$ cat src/rtl/system_top.sv
// UART command processor: 8E1 frames in on RX_IN drive a 16x8 register file and an ALU; replies go out on TX_OUT.
// Latency: RF write 1 cycle after the data byte; a reply starts within 3 cycles of the last command byte.
// Backpressure: none on RX. Bytes that arrive while a reply is being sent are dropped. ALU replies go out as two back-to-back frames.
// Ports: REF_CLK/RST (async, active-low), RX_IN/TX_OUT serial lines (idle high),
//        parity_error/framing_error describe the last received frame.
module system_top #(
  parameter int BUS_WIDTH    = 8,
  parameter int RF_ADDR      = 4,
  parameter int CLKS_PER_BIT = 434
) (
  input  logic REF_CLK,
  input  logic RST,
  input  logic RX_IN,
  output logic TX_OUT,
  output logic parity_error,
  output logic framing_error
);
  localparam int W  = BUS_WIDTH;
  localparam int CW = $clog2(CLKS_PER_BIT);
  localparam int BW = $clog2(BUS_WIDTH);
  localparam logic [CW-1:0] HALF_END = CW'(CLKS_PER_BIT / 2 - 1);
  localparam logic [CW-1:0] BIT_END  = CW'(CLKS_PER_BIT - 1);

  // ---------------- receiver ----------------
  typedef enum logic [2:0] {RX_IDLE, RX_START, RX_DATA, RX_PAR, RX_STOP} rx_state_t;
  rx_state_t rx_st, rx_nxt;
  logic rx_meta, rx_sync, rx_prev, start_edge, rx_half, rx_tick;
  logic [CW-1:0] rx_cnt;
  logic [BW-1:0] rx_bit;
  logic [W-1:0]  rx_dat;
  logic          rx_par, rx_vld, rx_err;

  assign start_edge = rx_prev & ~rx_sync;
  assign rx_half    = (rx_cnt == HALF_END);
  assign rx_tick    = (rx_cnt == BIT_END);

  always_comb begin
    rx_nxt = rx_st;
    case (rx_st)
      RX_IDLE:  if (start_edge) rx_nxt = RX_START;
      // A start bit that is high again at mid-bit was a glitch.
      RX_START: if (rx_half) rx_nxt = rx_sync ? RX_IDLE : RX_DATA;
      RX_DATA:  if (rx_tick && rx_bit == BW'(W - 1)) rx_nxt = RX_PAR;
      RX_PAR:   if (rx_tick) rx_nxt = RX_STOP;
      RX_STOP:  if (rx_tick) rx_nxt = RX_IDLE;
      default:  rx_nxt = RX_IDLE;
    endcase
  end

  always_ff @(posedge REF_CLK or negedge RST) begin
    if (!RST) begin
      rx_meta <= 1'b1; rx_sync <= 1'b1; rx_prev <= 1'b1;
      rx_st <= RX_IDLE; rx_cnt <= '0; rx_bit <= '0; rx_dat <= '0; rx_par <= 1'b0;
      rx_vld <= 1'b0; rx_err <= 1'b0; parity_error <= 1'b0; framing_error <= 1'b0;
    end else begin
      rx_meta <= RX_IN;
      rx_sync <= rx_meta;
      rx_prev <= rx_sync;
      rx_st   <= rx_nxt;
      rx_vld  <= 1'b0;
      rx_err  <= 1'b0;
      if (rx_st == RX_IDLE || rx_nxt != rx_st || rx_tick) rx_cnt <= '0;
      else rx_cnt <= rx_cnt + CW'(1);
      if (rx_st == RX_IDLE && start_edge) begin
        rx_bit <= '0;
        parity_error  <= 1'b0;
        framing_error <= 1'b0;
      end
      if (rx_st == RX_DATA && rx_tick) begin
        rx_dat <= {rx_sync, rx_dat[W-1:1]};
        rx_bit <= rx_bit + BW'(1);
      end
      if (rx_st == RX_PAR && rx_tick) rx_par <= rx_sync;
      if (rx_st == RX_STOP && rx_tick) begin
        if (rx_sync && ((^rx_dat) == rx_par)) rx_vld <= 1'b1;
        else begin
          rx_err        <= 1'b1;
          parity_error  <= ((^rx_dat) != rx_par);
          framing_error <= ~rx_sync;
        end
      end
    end
  end

  // ---------------- transmitter ----------------
  typedef enum logic {TX_IDLE, TX_SHIFT} tx_state_t;
  tx_state_t tx_st, tx_nxt;
  logic [CW-1:0] tx_cnt;
  logic [3:0]    tx_bit;
  logic [W+2:0]  tx_shift;
  logic          tx_tick, tx_busy, tx_start;
  logic [W-1:0]  tx_dat;

  assign tx_tick = (tx_cnt == BIT_END);
  assign tx_busy = (tx_st == TX_SHIFT);

  always_comb begin
    tx_nxt = tx_st;
    case (tx_st)
      TX_IDLE:  if (tx_start) tx_nxt = TX_SHIFT;
      TX_SHIFT: if (tx_tick && tx_bit == 4'(W + 2)) tx_nxt = TX_IDLE;
      default:  tx_nxt = TX_IDLE;
    endcase
  end

  // TX_OUT is registered so the line never glitches; the shift register is
  // refilled with ones so the stop bit and idle level come out naturally.
  always_ff @(posedge REF_CLK or negedge RST) begin
    if (!RST) begin
      tx_st <= TX_IDLE; tx_cnt <= '0; tx_bit <= '0; tx_shift <= '1; TX_OUT <= 1'b1;
    end else begin
      tx_st <= tx_nxt;
      if (tx_st == TX_IDLE) begin
        tx_cnt <= '0;
        tx_bit <= '0;
        if (tx_start) begin
          tx_shift <= {1'b1, ^tx_dat, tx_dat, 1'b0};
          TX_OUT   <= 1'b0;
        end
      end else if (tx_tick) begin
        tx_cnt   <= '0;
        tx_bit   <= tx_bit + 4'd1;
        tx_shift <= {1'b1, tx_shift[W+2:1]};
        TX_OUT   <= tx_shift[1];
      end else begin
        tx_cnt <= tx_cnt + CW'(1);
      end
    end
  end

  // ---------------- register file and ALU ----------------
  logic [W-1:0]       rf [2**RF_ADDR];
  logic               rf_we;
  logic [RF_ADDR-1:0] rf_wa, addr_q;
  logic [2*W-1:0]     alu_res, send_val, send_buf;
  logic [1:0]         send_cnt;
  logic               load_send, send_two;
  logic [W-1:0]       op_a, op_b;

  assign op_a = rf[0];
  assign op_b = rf[1];

  always_comb begin
    alu_res = '0;
    case (rx_dat[3:0])
      4'h0: alu_res = {{W{1'b0}}, op_a} + {{W{1'b0}}, op_b};
      4'h1: alu_res = {{W{1'b0}}, op_a} - {{W{1'b0}}, op_b};
      4'h2: alu_res = {{W{1'b0}}, op_a} * {{W{1'b0}}, op_b};
      4'h3: alu_res = (op_b == '0) ? '0 : {{W{1'b0}}, op_a / op_b};
      4'h4: alu_res = {{W{1'b0}}, op_a & op_b};
      4'h5: alu_res = {{W{1'b0}}, op_a | op_b};
      4'h6: alu_res = {{W{1'b0}}, ~(op_a & op_b)};
      4'h7: alu_res = {{W{1'b0}}, ~(op_a | op_b)};
      4'h8: alu_res = {{W{1'b0}}, op_a ^ op_b};
      4'h9: alu_res = {{W{1'b0}}, ~(op_a ^ op_b)};
      4'hA: alu_res = {{(2*W-1){1'b0}}, op_a == op_b};
      4'hB: alu_res = {{(2*W-1){1'b0}}, op_a > op_b};
      4'hC: alu_res = {{(2*W-1){1'b0}}, op_a < op_b};
      4'hD: alu_res = {{W{1'b0}}, op_a >> 1};
      4'hE: alu_res = {{(W-1){1'b0}}, op_a, 1'b0};
      default: alu_res = '0;
    endcase
  end

  // ---------------- command FSM ----------------
  typedef enum logic [2:0] {IDLE, WR_ADDR, WR_DATA, RD_ADDR, OPA, OPB, ALU_FN, SEND} cmd_state_t;
  cmd_state_t st, st_nxt;

  always_comb begin
    st_nxt    = st;
    rf_we     = 1'b0;
    rf_wa     = addr_q;
    load_send = 1'b0;
    send_val  = alu_res;
    send_two  = 1'b0;
    tx_start  = 1'b0;
    tx_dat    = send_buf[W-1:0];
    case (st)
      IDLE: if (rx_vld) begin
        case (rx_dat)
          8'hAA:   st_nxt = WR_ADDR;
          8'hBB:   st_nxt = RD_ADDR;
          8'hCC:   st_nxt = OPA;
          8'hDD:   st_nxt = ALU_FN;
          default: st_nxt = IDLE;
        endcase
      end
      WR_ADDR: if (rx_vld) st_nxt = WR_DATA;
      WR_DATA: if (rx_vld) begin rf_we = 1'b1; st_nxt = IDLE; end
      RD_ADDR: if (rx_vld) begin
        load_send = 1'b1;
        send_val  = {{W{1'b0}}, rf[rx_dat[RF_ADDR-1:0]]};
        st_nxt    = SEND;
      end
      OPA: if (rx_vld) begin rf_we = 1'b1; rf_wa = '0; st_nxt = OPB; end
      OPB: if (rx_vld) begin rf_we = 1'b1; rf_wa = RF_ADDR'(1); st_nxt = ALU_FN; end
      ALU_FN: if (rx_vld) begin
        load_send = 1'b1;
        send_two  = 1'b1;
        st_nxt    = SEND;
      end
      // One frame per TX idle slot; leave only once the last frame is out.
      SEND: if (!tx_busy) begin
        if (send_cnt != 2'd0) tx_start = 1'b1;
        else st_nxt = IDLE;
      end
      default: st_nxt = IDLE;
    endcase
    // A corrupt frame aborts any half-received command; replies are never cut.
    if (rx_err && st != SEND) st_nxt = IDLE;
  end

  always_ff @(posedge REF_CLK or negedge RST) begin
    if (!RST) begin
      st <= IDLE; addr_q <= '0; send_buf <= '0; send_cnt <= '0;
      for (int i = 0; i < 2**RF_ADDR; i++) rf[i] <= '0;
    end else begin
      st <= st_nxt;
      if (st == WR_ADDR && rx_vld) addr_q <= rx_dat[RF_ADDR-1:0];
      if (rf_we) rf[rf_wa] <= rx_dat;
      if (load_send) begin
        send_buf <= send_val;
        send_cnt <= send_two ? 2'd2 : 2'd1;
      end else if (tx_start) begin
        send_buf <= send_buf >> W;
        send_cnt <= send_cnt - 2'd1;
      end
    end
  end

endmodule

$ cat config.mk
export PLATFORM = sky130hd
export DESIGN_NAME = system_top
export DESIGN_NICKNAME = d
export VERILOG_FILES = /design/src/rtl/system_top.sv
export SDC_FILE = /design/constraint.sdc
export NUM_CORES = 1
export LEC_CHECK = 0
export CAP_MARGIN = 20
export CORE_MARGIN = 2
export CORE_UTILIZATION = 55
export DETAILED_ROUTE_END_ITERATION = 10
export PLACE_DENSITY = 0.71
export SETUP_SLACK_MARGIN = 0.5
export SYNTH_ARGS = -nofsm -noshare
export SYNTH_HDL_FRONTEND = slang
export SYNTH_SLANG_ARGS = --single-unit
$ cat constraint.sdc
create_clock -name REF_CLK -period 13.3 [get_ports REF_CLK]
set_input_delay 2.66 -clock REF_CLK [delete_from_list [all_inputs] [get_ports REF_CLK]]
set_output_delay 2.66 -clock REF_CLK [all_outputs]
set_load 0.01 [all_outputs]
==> results.md <==
- Outcome: finished, final reports clean
- Via count: 11,142
- PortBufs: 5
- Max Slew Vio Count: 0
- Core box area: 0.02621 mm2
- CTS sink cnt: 208
- CP arrival: 12,190 ps
- Peak VDD IR: 0.0001175 V
- Fin crit share: 88.85%
- Synthesized area: 0.01475 mm2
- Max-cap viol count: 0
- Final setup fails: 0
- Hold Crit Class: flip-flop to flip-flop
- Initial Util: 56.30%
- Setup TNS: 0 ps
- Syn nets: 1,627
- CTS clock-pin slew for the worst setup and hold paths: 70 ps
- Hold Fails Final Rpt: 0
- Sequential area share after synthesis: 35.39%
- Main synth FF type: dfrtp_1
- Clk_skew: 22.44 ps
- Number of buffers created by CTS: 23
- Vias/cell: 6.253
- Yosys top cell area share: 33.08%
- Slew @ Worst Pin: 944.1 ps
- First-pass GRT wire length: 61.51 mm
- Diode count: 0
- Yosys cell types: 73
- Setup Crit Path Kind: flip-flop to flip-flop
- CP peak stage delay: 650 ps
- Cells after synthesis: 1,463
- Synth area leader: dfrtp_1
- Post-synth EDFFs: 0
- Total grt overflow: 0
- Clock Path Buffers: 3
- Die W: 167.8 um
- Post-CTS Setup Bufs: 0
- Layout cells sized above 1: 16.38%
- Global-route usage over all layers: 27.38%
- Hpwl dp: 26.47 mm
- Final Wtd Congestion: 0.9525
- Yosys reg bits: 208
- Crit path time final: 11,820 ps
- Final Routed Wirelength: 37.56 mm
- Routed wire per std cell: 21.08 um
- RSZ-0062 raised after global routing: no
- Die footprint: 0.02815 mm2
- DR iter-0 viols: 921
- Util after Layout: 60.40%
- Max Freq: 84.62 MHz
- Root buf cell: clkbuf_16
- Row count: 59
- Worst-skew pair later-pin latency: 520 ps
- Startpoint types: flip-flop
- Post_cts resized: 0
- Critical Path Slowest Stage Cell: or4_4
- CP required: 13,680 ps
- Post-route ant nets: 0
- Pin count of the biggest net entering global routing: 84
- Initial antenna violation count: 0
- Post-synth ARST share: 100.0%
- Post-Syn Area per Cell: 10.08 um2
- Detailed Routing Iterations Pass 1: 6
- CTS HTree Levels: 1
- CTS tree: done
- Maximum fanout along the worst path: 15
- Largest cells by area after synthesis: dfrtp_1 33%, ha_1 10%, mux2_2 8.6%
- Leakage Power: 0.007253 uW
- Area grow syn2layout: 7.293%
- CTS Hold Bufs: 0
- Vias in the first global route: 11,294
- CP endpoint kind: flip-flop
- Nets: 1,595
- DRC errors left: 0
- Die Ht: 167.8 um
- Slew HR: 36.83%
- IO Pins: 6
- PD cells: 83.59 mW/mm2
- Yosys warns: 0
-- critical path, delay by kind of cell, from the launching register on --
kind	cells	cell delay, ps
AO/OA/AOI/OAI	22	4940
AND/OR/NAND/NOR	10	3140
adder cells (fa/ha/maj)	7	1960
multiplexers	3	910
buffers and inverters	2	150
flip-flops	1	570
-- registers in the layout, summed over array words and instances (netlist names), 4 cells and up --
name	flops
addr_q	4
op_a	8
op_b	8
rf	112
rx_cnt	9
rx_dat	8
send_buf	16
tx_bit	4
tx_cnt	9
tx_shift	9
-- metrics by stage --
step           setup WS (ps)  area, um2  hold WS (ps)  total power (uW)  instances
2_1_floorplan           2702      14750         345.2             680.7       1463
3_3_place_gp            1313      15020         347.6             700.5       1740
3_5_place_dp           931.7      15020         349.0             701.9       1740
4_1_cts                856.0      15770         357.4              1336       1781
5_1_grt                589.6      15830         363.1              1369       1782
6_report                1482      15830         356.0              1323       1782
-- synth_stat cells (29+ instances only) --
library cell  count
nor2_1          128
nand2_1         109
a21oi_1          53
clkbuf_1         66
o21ai_0         115
fa_1             38
ha_1            123
dfrtp_1         195
mux2_2          113
inv_1           115
xnor2_1          35
mux4_2           40
nand3_1          29
-- final cells by class --
cell class | count | area (um2)
fillers | 2223 | 10380
multi-input cells | 1066 | 8842
flip-flops and latches | 208 | 5224
clock buffers | 32 | 649.4
inverters | 116 | 435.4
well taps | 335 | 419.2
repair buffers | 16 | 156.4
clock inverters | 9 | 102.6
-- path summary, 6_finish.rpt --
check,startpoint,end,slack (ps),cells after the start
max,op_b[7]$_DFFE_PN0P_,send_buf[0]$_DFFE_PN0P_,1480,44
min,rx_meta$_DFF_PN1_,rx_sync$_DFF_PN1_,360,0
max reg2reg,op_b[7]$_DFFE_PN0P_,send_buf[0]$_DFFE_PN0P_,1480,44
min reg2reg,rx_meta$_DFF_PN1_,rx_sync$_DFF_PN1_,360,0
max in group asynchronous,RST,rx_dat[0]$_DFFE_PN0P_,9200,4
min in group asynchronous,RST,rf[16]$_DFFE_PN0P_,2120,1
-- power breakdown --
part | internal, uW | switching (uW) | total (uW)
Sequential | 642 | 12.2 | 654
Combinational | 12.3 | 24.1 | 36.4
Clock | 380 | 253 | 633
-- cells by family (layout without fill, tap and decap cells) --
kind of cell	after synthesis	count (layout)	share of synthesized area, %
buffers and inverters	189	173	4.885
multiplexers	174	174	16.16
XOR/XNOR	50	50	2.968
flip-flops	208	208	35.39
adder cells (fa/ha/maj)	161	161	15.59
AO/OA/AOI/OAI	298	298	12.82
AND/OR/NAND/NOR	383	383	12.19
-- cells in the final DEF (no fill, tap or decap), types with 18 or more instances in the layout --
cell type,n
mux4_2,40
nand3_1,29
nor3_1,24
xnor2_1,35
nor2_1,128
inv_1,115
o21a_1,18
a21oi_1,52
nand2_1,109
mux2_2,113
fa_1,38
o21ai_0,115
clkbuf_16,23
ha_1,123
dfrtp_1,193
mux2i_1,21
-- layer usage --
layer	track usage, %	vias up	share of wire [%]
met5	0	-	0
met4	10.13	0	4.2
met3	3.761	111	7.0
met2	44.21	414	46
met1	38.06	5493	43
li1	-	5124	-
(Power assumes the default switching activity.)
